File: src/rtl/hazard_ctrl.sv
// Load-use / redirect hazard controller for the ID/EX boundary: drives PC, IF/ID and
// ID/EX hold/flush/bubble controls and keeps saturating stall and flush counters.
module hazard_ctrl #(
    parameter int REG_AW    = 4,
    parameter int FLUSH_CYC = 1,
    parameter int CNT_W     = 16
) (
    input  logic              clk,
    input  logic              rst,
    input  logic              lw_idex,
    input  logic              rf_wen_idex,
    input  logic [REG_AW-1:0] rdest_a_idex,
    input  logic [REG_AW-1:0] rs1_a_ifid,
    input  logic [REG_AW-1:0] rs2_a_ifid,
    input  logic              rs1_use_ifid,
    input  logic              rs2_use_ifid,
    input  logic              redirect_ex,
    output logic              pc_wen,
    output logic              ifid_wen,
    output logic              ifid_flush,
    output logic              idex_bubble,
    output logic [CNT_W-1:0]  stall_cnt,
    output logic [CNT_W-1:0]  flush_cnt
);

    localparam int RW = (FLUSH_CYC > 1) ? $clog2(FLUSH_CYC + 1) : 1;
    localparam logic [RW-1:0] REM_INIT = RW'(FLUSH_CYC - 1);

    typedef enum logic {
        IDLE  = 1'b0,
        FLUSH = 1'b1
    } state_t;

    state_t           state_q, state_d;
    logic [RW-1:0]    rem_q, rem_d;
    logic             rst_hold_q;
    logic             lu;
    logic             stall_evt;
    logic             flush_evt;
    logic [CNT_W-1:0] stall_cnt_q;
    logic [CNT_W-1:0] flush_cnt_q;

    function automatic logic [CNT_W-1:0] sat_inc(input logic [CNT_W-1:0] v);
        return (&v) ? v : v + CNT_W'(1);
    endfunction

    // Register 0 is deliberately not special-cased: a load to r0 still stalls its consumer.
    always_comb begin
        lu = lw_idex & rf_wen_idex &
             ((rs1_use_ifid & (rs1_a_ifid == rdest_a_idex)) |
              (rs2_use_ifid & (rs2_a_ifid == rdest_a_idex)));
    end

    always_comb begin
        state_d     = state_q;
        rem_d       = rem_q;
        pc_wen      = 1'b1;
        ifid_wen    = 1'b1;
        ifid_flush  = 1'b0;
        idex_bubble = 1'b0;
        stall_evt   = 1'b0;
        flush_evt   = 1'b0;
        // rst_hold_q keeps NOP fill active until the first edge after reset release.
        if (rst || rst_hold_q) begin
            pc_wen      = 1'b0;
            ifid_wen    = 1'b0;
            ifid_flush  = 1'b1;
            idex_bubble = 1'b1;
            state_d     = IDLE;
            rem_d       = '0;
        end else if (redirect_ex) begin
            ifid_flush  = 1'b1;
            idex_bubble = 1'b1;
            flush_evt   = 1'b1;
            if (FLUSH_CYC > 1) begin
                state_d = FLUSH;
                rem_d   = REM_INIT;
            end else begin
                state_d = IDLE;
                rem_d   = '0;
            end
        end else if (state_q == FLUSH) begin
            ifid_flush  = 1'b1;
            idex_bubble = 1'b1;
            rem_d       = rem_q - RW'(1);
            if (rem_q <= RW'(1)) begin
                state_d = IDLE;
                rem_d   = '0;
            end
        end else if (lu) begin
            pc_wen      = 1'b0;
            ifid_wen    = 1'b0;
            idex_bubble = 1'b1;
            stall_evt   = 1'b1;
        end
    end

    always_ff @(posedge clk or posedge rst) begin
        if (rst) begin
            state_q     <= IDLE;
            rem_q       <= '0;
            rst_hold_q  <= 1'b1;
            stall_cnt_q <= '0;
            flush_cnt_q <= '0;
        end else begin
            state_q    <= state_d;
            rem_q      <= rem_d;
            rst_hold_q <= 1'b0;
            if (stall_evt) begin
                stall_cnt_q <= sat_inc(stall_cnt_q);
            end
            if (flush_evt) begin
                flush_cnt_q <= sat_inc(flush_cnt_q);
            end
        end
    end

    assign stall_cnt = stall_cnt_q;
    assign flush_cnt = flush_cnt_q;

endmodule

File: config.mk
export PLATFORM = sky130hd
export DESIGN_NAME = hazard_ctrl
export DESIGN_NICKNAME = d
export VERILOG_FILES = /design/src/rtl/hazard_ctrl.sv
export SDC_FILE = /design/constraint.sdc
export NUM_CORES = 1
export LEC_CHECK = 0
export CAP_MARGIN = 20
export CORE_MARGIN = 2
export CORE_UTILIZATION = 43
export CTS_BUF_LIST = sky130_fd_sc_hd__clkbuf_8
export DETAILED_ROUTE_END_ITERATION = 8
export GPL_TIMING_DRIVEN = 0
export PLACE_DENSITY = 0.74
export SKIP_CTS_REPAIR_TIMING = 1
export SYNTH_ARGS = -nofsm -noshare
export SYNTH_HDL_FRONTEND = slang
export SYNTH_SLANG_ARGS = --single-unit
File: constraint.sdc
create_clock -name clk -period 2 [get_ports clk]
set_clock_uncertainty 0.2 [all_clocks]
set_input_delay 0.4 -clock clk [delete_from_list [all_inputs] [get_ports clk]]
set_output_delay 0.4 -clock clk [all_outputs]
set_load 0.05 [all_outputs]
==> metrics.txt <==
crit path launch rdest_a_idex[0]; Synth top area share 0.4482; ANT cells 0; core box area 4000 um^2; total CTS buffers 5; H-tree levels 2; CTS clk-pin slew, worst paths 0.07 ns; Final period util 1.188; crit path launch type input port; area leader, netlist dfrtp_1; Synth Instances 165; P_int 1.247 mW; grt met2 use 0.3221; Routed Antenna Nets 0; r2r worst-path depth 7; fin util 0.7870; Pins Over Slew Limit 0; Worst R2R End stall_cnt[15]; Tot GR Track Use 0.1895; Final WS setup -0.3762 ns; Slew @ Worst Pin 0.5220 ns; row cnt 23; Starting Density 0.4467; Finished Cell Area 3148 um^2; HP Class input port to async pin; vias in the first global route 1494; Yosys warnings 0; Slew headroom 0.6515; final WL 5345 um; area growth from synthesis to layout 76.19%; root buf cell clkbuf_8; CP Capture Type primary output; Clk Latency, worst-skew pair 0.29 ns; Critical Path Fanout Max 5; VDD IR max 823.6 uV; WL per Instance 17.88 um; DR pass1 iterations 4; WP data required 1.40 ns; post-route insts no fill 299; Final HPWL DP 3158 um; final setup fails 18; Avg Cell Area, Syn 10.83 um^2; Comb power frac 0.303; clock share of power 0.280; reg2reg start stall_cnt[1]; library cells used by synthesis 39; Port-buffer cells 54; largest net degree at the start of global routing 25; die width 68.46 um; final RePlAce weighted congestion 0.8650; die area 4687 um^2; post-synthesis sequential area ratio 0.4629; DP Cell Count 270; Static Leak 1.939 nW; final period demand of the worst path 2.376 ns; GRT Residual Overflow 0; power per cell area 606.4 nW/um^2; pre-CTS setup slack -1.493 ns; Mapped Area 1787 um^2; Clock Sinks 33; GR Util met3 0.03783; Worst Hold Margin 0.06815 ns; Die Span Y 68.46 um; syn_nets 186; layout net count 269; initial antenna violation count 0; Remaining DRCs 0; global-route met1 utilization 0.2271; Switch Pwr 661.7 uW; synth top area cells dfrtp_1 (45%), xor2_1 (10%), xnor2_1 (5.9%); GRT busiest layer met2; RSZ-0062 raised after global routing true; total of max-cap violations 0; CTS tree yes; Placed Area 2510 um^2; layout cells sized above 1 0.4418; data arrival time of the critical path 1.78 ns; # IOs 55; first-pass GRT wire length 6651 um; initial DRC count 39; final hold vios 0; Max Clock Freq 420.8 MHz; outcome complete, but fails checks; clock buffer depth 2; Vias/cell 5.334; Sw Ratio 0.3466; failing checks negative setup slack; total vias in the final route 1595; sequential power share 0.417; Yosys reg bits 33; Reg2Reg Setup Slack -0.12 ns; critical path type input port to primary output
==> power groups by stage <==
stage | combinational (mW) | sequential (mW) | clock (mW)
finish | 0.579 | 0.797 | 0.534
global route | 0.617 | 0.808 | 0.569
CTS | 0.502 | 0.809 | 0.527
detailed placement | 0.499 | 0.822 | 0
global placement | 0.484 | 0.818 | 0
floorplan | 0.141 | 0.983 | 0
==> final cells by class <==
class	count	area, um^2
Buffer	3	41.29
Multi-Input combinational cell	126	1226
Fill cell	214	852.1
Clock inverter	2	11.26
Timing Repair Buffer	76	863.3
Inverter	3	11.26
Sequential cell	33	849.6
Clock buffer	6	82.58
Tap cell	50	62.56
==> layout by cell type (no fill, tap or decap), types with 2 or more instances in the layout <==
master and instances:
nor3_2 4, nor4_4 7, clkbuf_2 2, nand3_1 13, inv_1 3, xnor2_2 2
nor2b_1 2, nor2_4 4, dlymetal6s2s_1 45, buf_8 5, dfrtp_1 14, dfrtp_2 18
clkbuf_8 6, buf_6 5, and3_1 3, xor2_1 15, nor2_2 2, buf_4 19
ha_4 2, nand2_1 14, xor2_2 6, nor2_1 3, nor3_4 6, nand2_4 2
xnor2_1 10, nand4_1 9, mux2_4 3
==> sequential cells by signal, indices dropped and copies added, names as in the netlist <==
signal and cells:
stall_cnt 16, flush_cnt 16, rst_hold_q 1
==> synth_stat cells <==
cell type,instances
nor4_2,4
dfrtp_1,32
buf_4,1
mux2_2,4
nor4_1,3
nand2b_4,1
nor3_4,1
or3b_4,1
nor2_4,1
nor2b_1,2
nor2_2,1
nand3_1,13
a31oi_2,1
a21oi_1,1
nand4_2,1
nand4_1,9
conb_1,1
nand2_2,1
buf_6,1
dfstp_2,1
o211a_1,1
nor3_1,9
or4_4,1
xor2_1,21
and2b_1,1
buf_2,1
and3_1,4
nand2_1,16
xnor2_1,12
ha_1,2
inv_1,3
mux2i_1,1
nor4b_1,1
and2_1,1
nor2_1,7
xnor2_2,1
nor3_2,1
a31oi_1,1
nor4_4,1
==> kinds of logic after synthesis <==
kind of cell / Yosys count / share of synthesized area
muxes: 5 / 0.03081
adders and majority gates: 2 / 0.01400
xor gates and xnor gates: 34 / 0.1709
AOI/OAI and AO/OA: 4 / 0.01891
other: 1 / 0.002099
DFF: 33 / 0.4629
buffers and inverters: 6 / 0.01961
and+or+nand+nor: 80 / 0.2808
==> worst max-delay path: stages <==
cell,delay (ns)
buf_8,0.11
xnor2_4,0.15
nand4_1,0.17
nor4_4,0.29
nor2_4,0.09
buf_8,0.14
nor2_4,0.11
nor3_4,0.06
buf_6,0.12
buf_8,0.14
==> through the flow <==
step	setup TNS (ns)	power, mW
finish	-1.936	1.909
global placement	-24.95	1.302
detailed placement	-18.10	1.321
global route	-3.463	1.994
CTS	-12.94	1.838
floorplan	-1.425	1.124
==> how the worst max path moves through the flow <==
stage	endpoint	depth (start not counted)	slack, ns
3_3_place_gp	pc_wen	9	-1.44
2_1_floorplan	pc_wen	8	-0.41
4_1_cts	pc_wen	9	-1.51
5_1_grt	pc_wen	10	-0.47
6_report	pc_wen	10	-0.38
3_5_place_dp	pc_wen	9	-1.49
==> routing by layer <==
metal / up-vias / share of wire
li1: 740 / -
met2: 51 / 0.55
met5: - / 0
met4: 0 / 0.025
met1: 790 / 0.37
met3: 14 / 0.051
(Power assumes the default switching activity.)
